[src/rtl/hex_scan_ctrl.sv]
// Scan sequencer for an 8-digit active-low seven-segment display with per-slot blanking.
// Optional HEX_SCAN_BLINK_EN adds blink_i and a frame counter that blanks flagged digits on alternate phases.
module hex_scan_ctrl #(
    parameter int CLK_DIV      = 10000,
    parameter int BLANK_CYC    = 16,
    parameter int BLINK_FRAMES = 64
) (
    input  logic        clk_i,
    input  logic        rst_i,
    input  logic        en_i,
    input  logic [31:0] digits_i,
    input  logic [7:0]  bitmask_i,
`ifdef HEX_SCAN_BLINK_EN
    input  logic [7:0]  blink_i,
`endif
    output logic [6:0]  hex_led,
    output logic [7:0]  hex_sel,
    output logic        frame_o
);

    localparam int CNT_W = (CLK_DIV > 2) ? $clog2(CLK_DIV) : 1;
    localparam logic [CNT_W-1:0] CNT_LAST = CNT_W'(CLK_DIV - 1);
    localparam logic [CNT_W-1:0] CNT_SHOW = CNT_W'(BLANK_CYC);

    if (CLK_DIV < 2 || BLANK_CYC < 1 || BLANK_CYC >= CLK_DIV || BLINK_FRAMES < 1) begin : g_bad_params
        $error("hex_scan_ctrl: illegal parameter combination");
    end

    typedef enum logic [1:0] {
        ST_IDLE  = 2'd0,
        ST_BLANK = 2'd1,
        ST_SHOW  = 2'd2
    } state_t;

    state_t           state_q, state_d;
    logic [CNT_W-1:0] cnt_q, cnt_d;
    logic [2:0]       idx_q, idx_d;
    logic [3:0]       nib_q, nib_d;
    logic             lit_q, lit_d;
    logic [6:0]       led_d;
    logic [7:0]       sel_d;
    logic             frame_d;
    logic             blanked;

    function automatic logic [6:0] seg_decode(input logic [3:0] nib);
        logic [6:0] seg;
        case (nib)
            4'h0: seg = 7'h40;  4'h1: seg = 7'h79;  4'h2: seg = 7'h24;  4'h3: seg = 7'h30;
            4'h4: seg = 7'h19;  4'h5: seg = 7'h12;  4'h6: seg = 7'h02;  4'h7: seg = 7'h78;
            4'h8: seg = 7'h00;  4'h9: seg = 7'h10;  4'hA: seg = 7'h08;  4'hB: seg = 7'h03;
            4'hC: seg = 7'h46;  4'hD: seg = 7'h21;  4'hE: seg = 7'h06;  default: seg = 7'h0E;
        endcase
        return seg;
    endfunction

`ifdef HEX_SCAN_BLINK_EN
    localparam int FRM_W = (BLINK_FRAMES > 2) ? $clog2(BLINK_FRAMES) : 1;
    localparam logic [FRM_W-1:0] FRM_LAST = FRM_W'(BLINK_FRAMES - 1);

    logic [FRM_W-1:0] frm_q, frm_d;
    logic             phase_q, phase_d;

    always_comb begin
        frm_d   = '0;
        phase_d = 1'b0;
        if (en_i) begin
            frm_d   = frm_q;
            phase_d = phase_q;
            if (cnt_q == CNT_LAST && idx_q == 3'd7) begin
                if (frm_q == FRM_LAST) begin
                    frm_d   = '0;
                    phase_d = ~phase_q;
                end else begin
                    frm_d = frm_q + FRM_W'(1);
                end
            end
        end
    end

    always_ff @(posedge clk_i or negedge rst_i) begin
        if (!rst_i) begin
            frm_q   <= '0;
            phase_q <= 1'b0;
        end else begin
            frm_q   <= frm_d;
            phase_q <= phase_d;
        end
    end

    assign blanked = blink_i[idx_d] & phase_q;
`else
    assign blanked = 1'b0;
`endif

    // Outputs are registered from the next-state values so they line up with cnt/idx in the same cycle.
    always_comb begin
        state_d = ST_IDLE;
        cnt_d   = '0;
        idx_d   = '0;
        nib_d   = nib_q;
        lit_d   = lit_q;
        frame_d = 1'b0;
        led_d   = 7'h7F;
        sel_d   = 8'hFF;
        if (en_i) begin
            if (cnt_q == CNT_LAST) begin
                cnt_d = '0;
                idx_d = idx_q + 3'd1;
            end else begin
                cnt_d = cnt_q + CNT_W'(1);
                idx_d = idx_q;
            end
            state_d = (cnt_d < CNT_SHOW) ? ST_BLANK : ST_SHOW;
            if (state_d == ST_SHOW && state_q != ST_SHOW) begin
                nib_d = digits_i[{idx_d, 2'b00} +: 4];
                lit_d = bitmask_i[idx_d] & ~blanked;
            end
            frame_d = (idx_d == 3'd7) && (cnt_d == CNT_LAST);
        end
        if (state_d == ST_SHOW) begin
            led_d = seg_decode(nib_d);
            sel_d = lit_d ? ~(8'b1 << idx_d) : 8'hFF;
        end
    end

    always_ff @(posedge clk_i or negedge rst_i) begin
        if (!rst_i) begin
            state_q <= ST_IDLE;
            cnt_q   <= '0;
            idx_q   <= '0;
            nib_q   <= '0;
            lit_q   <= 1'b0;
            hex_led <= 7'h7F;
            hex_sel <= 8'hFF;
            frame_o <= 1'b0;
        end else begin
            state_q <= state_d;
            cnt_q   <= cnt_d;
            idx_q   <= idx_d;
            nib_q   <= nib_d;
            lit_q   <= lit_d;
            hex_led <= led_d;
            hex_sel <= sel_d;
            frame_o <= frame_d;
        end
    end

endmodule

[config.mk]
export PLATFORM = sky130hd
export DESIGN_NAME = hex_scan_ctrl
export DESIGN_NICKNAME = d
export VERILOG_FILES = /design/src/rtl/hex_scan_ctrl.sv
export SDC_FILE = /design/constraint.sdc
export NUM_CORES = 1
export LEC_CHECK = 0
export ABC_CLOCK_PERIOD_IN_PS = 3600
export CORE_UTILIZATION = 45
export CTS_CLUSTER_SIZE = 40
export DETAILED_ROUTE_END_ITERATION = 10
export HOLD_SLACK_MARGIN = 0.1
export PLACE_DENSITY = 0.72
export SYNTH_ARGS = -nofsm -noshare
export SYNTH_HDL_FRONTEND = slang
export SYNTH_SLANG_ARGS = --single-unit
[constraint.sdc]
create_clock -name clk_i -period 3.6 [get_ports clk_i]
set_input_delay 0.36 -clock clk_i [delete_from_list [all_inputs] [get_ports clk_i]]
set_output_delay 0.36 -clock clk_i [all_outputs]
set_load 0.05 [all_outputs]
==> reports/results.ini, run 1 <==
[place]
dp_hpwl_mm = 5.05
portBuffers = 58
gp_congestion = 0.896

[die]
core_um2 = 6030
rows = 28
die-area_um2 = 6680
io_pins = 59
die_w_um = 81.7
start_util_pct = 47.5
die_h_um = 81.7

[finish]
syn_to_final_growth_pct = 25.9
final_common_cell = clkdlybuf4s50_1
final_cell_mix = clkdlybuf4s50_1, mux2i_1, dfrtp_1
drive_gt1_share_pct = 17.1
diodes = 0
postLayoutCoreUtil_pct = 59.7
fin_nets = 386

[power]
vdd_ir_drop_max_mv = 0.173
powerDensity_nw_per_um2 = 249
finalPower_uw = 896
p_leak_nw = 1.40

[cts]
cts_tree = done
clk_pin_slew_ns = 0.07
worstSkewPairLatency_ns = 0.30
hold_buffers = 0
clockBufferDepth = 2
cts_root_buffer = clkbuf_8
cts_resized = 0
cts.sinks = 40
htree_levels = 2
numCtsBuffers = 5
post_cts_buffers = 0

[status]
status = finished, final reports clean

[timing]
rsz0062_at_grt = true
slew_viol_final = 0
finalSetupViolCount = 0
skew_ns = 0.00824
fin_crit_ns = 3.34
min_period_over_period_pct = 92.9
hold_viol = 0
setup-tns-final_ns = 0
fin_worst_hold_slack_ns = 0.173
worst_pin_slew_ns = 0.861
maxSlewHeadroom_pct = 42.6
fmax_ghz = 0.299

[global_route]
gr-total-overflow = 0
track_usage_pct = 22.3
grt_pass1_wl_mm = 11.2
antenna_found_initial = 0
grt_pass1_vias = 2312
grt_max_degree = 41

[routing]
vias = 2355
wl_per_cell_um = 16.0
drt_iter0_markers = 158
drc = 0
wirelength_mm = 6.60
antenna_left = 0
drt_pass1_iterations = 4
via_per_inst = 5.69

[synth]
syn_area_um2 = 2860
synth_area_per_cell_um2 = 10.2
syn_inst = 280
ys.flop_type = dfrtp_1
synthArstFlopShare_pct = 100
yosys_warnings = 0
yosysSeqAreaShare_pct = 35.7
synth_edf_count = 0
ys_ff_latch = 40
synthDistinctLibCells = 58
synth_nets = 328

[worst_setup_path]
worstPathRequired_ns = 3.80
crit_fanout = 14
cp_cell_sequence = ha_1 > and3_4 > and4_4 > mux2_2 > mux2i_1 > mux2i_1 > mux2i_1 > a2111oi_2 > nand3_1
worstSetupPathType = reg2reg
r2r_cells = 9
worstSetupStartpointType = flip-flop
r2r-start = cnt_q[0]$_DFF_PN0_
r2r_setup_slack_ns = 0.26
max_stage_delay_ns = 0.66
cp_slowest_cell = a2111oi_2
worstPathArrival_ns = 3.54
end_kind = flip-flop
rr_endpoint = hex_sel[7]$_DFF_PN1_
crit_top_cell = mux2i_1

[hold_path]
hold_class = in2async

[run]
drv_cap = 0

## cells in the mapped netlist, types with 3 or more instances
master,n,area [µm²]
mux2i_1,34,340
dfrtp_1,25,626
nor2_1,23,86.3
nand2_1,20,75.1
dfstp_2,15,394
nand3_1,11,55.1
xnor2_1,10,87.6
mux4_2,9,203
nor3_1,9,45.0
xor2_1,8,70.1
nand4_1,7,43.8
and3_1,6,37.5
clkbuf_1,6,22.5
nand2b_1,6,37.5
nor2b_1,6,37.5
and2_1,5,31.3
buf_2,5,25.0
ha_1,5,62.6
mux2_2,5,56.3
a31oi_1,4,25.0
o21ai_0,4,20.0
o21ai_1,4,20.0
buf_6,3,33.8
inv_1,3,11.3
inv_2,3,11.3
nor4_1,3,18.8
## metrics by stage
| stage | instances | worst slack, ns | cell area, µm² |
|---|---|---|---|
| after detailed placement | 406 | 0.265 | 3500 |
| final | 414 | 0.257 | 3600 |
| after global placement | 406 | 0.295 | 3500 |
| after global routing | 414 | -0.0411 | 3600 |
| after CTS | 414 | 0.241 | 3600 |
| after floorplan | 280 | 0.542 | 2860 |
## worst max-delay path by stage
stage | start | slack [ns] | to
after CTS | cnt_q[0]$_DFF_PN0_ | 0.24 | hex_sel[6]$_DFF_PN1_
final | cnt_q[0]$_DFF_PN0_ | 0.26 | hex_sel[7]$_DFF_PN1_
after detailed placement | cnt_q[0]$_DFF_PN0_ | 0.27 | hex_sel[6]$_DFF_PN1_
after global placement | cnt_q[0]$_DFF_PN0_ | 0.30 | hex_sel[4]$_DFF_PN1_
after global routing | cnt_q[0]$_DFF_PN0_ | -0.04 | hex_sel[6]$_DFF_PN1_
after floorplan | cnt_q[0]$_DFF_PN0_ | 0.54 | hex_led[3]$_DFF_PN1_
## per-layer routing
layer | vias to the layer above | share of wire, % | GRT usage, %
li1 | 1151 | - | -
met1 | 1117 | 47 | 30.1
met2 | 75 | 46 | 35.7
met3 | 12 | 5.1 | 3.44
met4 | 0 | 2.0 | 8.42
met5 | - | 0 | 0
## worst max-delay path, delay by kind of cell (launching register included)
kind / cells / cell delay (ns)
muxes: 4 / 0.97
and+or+nand+nor: 3 / 0.82
AOI/OAI and AO/OA: 1 / 0.66
DFF: 1 / 0.43
adders and majority gates: 1 / 0.37
## cells by family after synthesis
family,count (synthesis),synth area share [%]
AO/OA/AOI/OAI,39,10.5
XOR/XNOR,18,5.51
adder cells (fa/ha/maj),5,2.19
multiplexers,50,22.0
flip-flops,40,35.7
buffers and inverters,23,4.55
AND/OR/NAND/NOR,105,19.7
## where the power goes
part / leakage (nW) / total, mW / internal [mW] / switching, mW
combinational: 0.845 / 0.103 / 0.0626 / 0.0399
clock: 0.0534 / 0.336 / 0.178 / 0.158
sequential: 0.502 / 0.457 / 0.453 / 0.00402
## area by class of cell
| type | instances | area, µm² |
|---|---|---|
| inverters | 6 | 22.5 |
| repair buffers | 68 | 651 |
| well taps | 75 | 93.8 |
| fillers | 537 | 2430 |
| clock buffers | 7 | 97.6 |
| clock inverters | 1 | 5.00 |
| multi-input cells | 217 | 1710 |
| flip-flops and latches | 40 | 1020 |
## sequential cells by signal (all words and copies together) (netlist names)
signal	count
idx_q	3
frame_o	1
hex_sel	8
hex_led	7
state_q	2
cnt_q	14
nib_q	4
lit_q	1
Power figures use the tool's default switching activity.
==> inputs of run 2 (changes only) <==
- CTS_CLUSTER_DIAMETER: unset -> 50
==> results of run 2 <==
No change in the layout: final DEF, timing and power equal those of run 1.
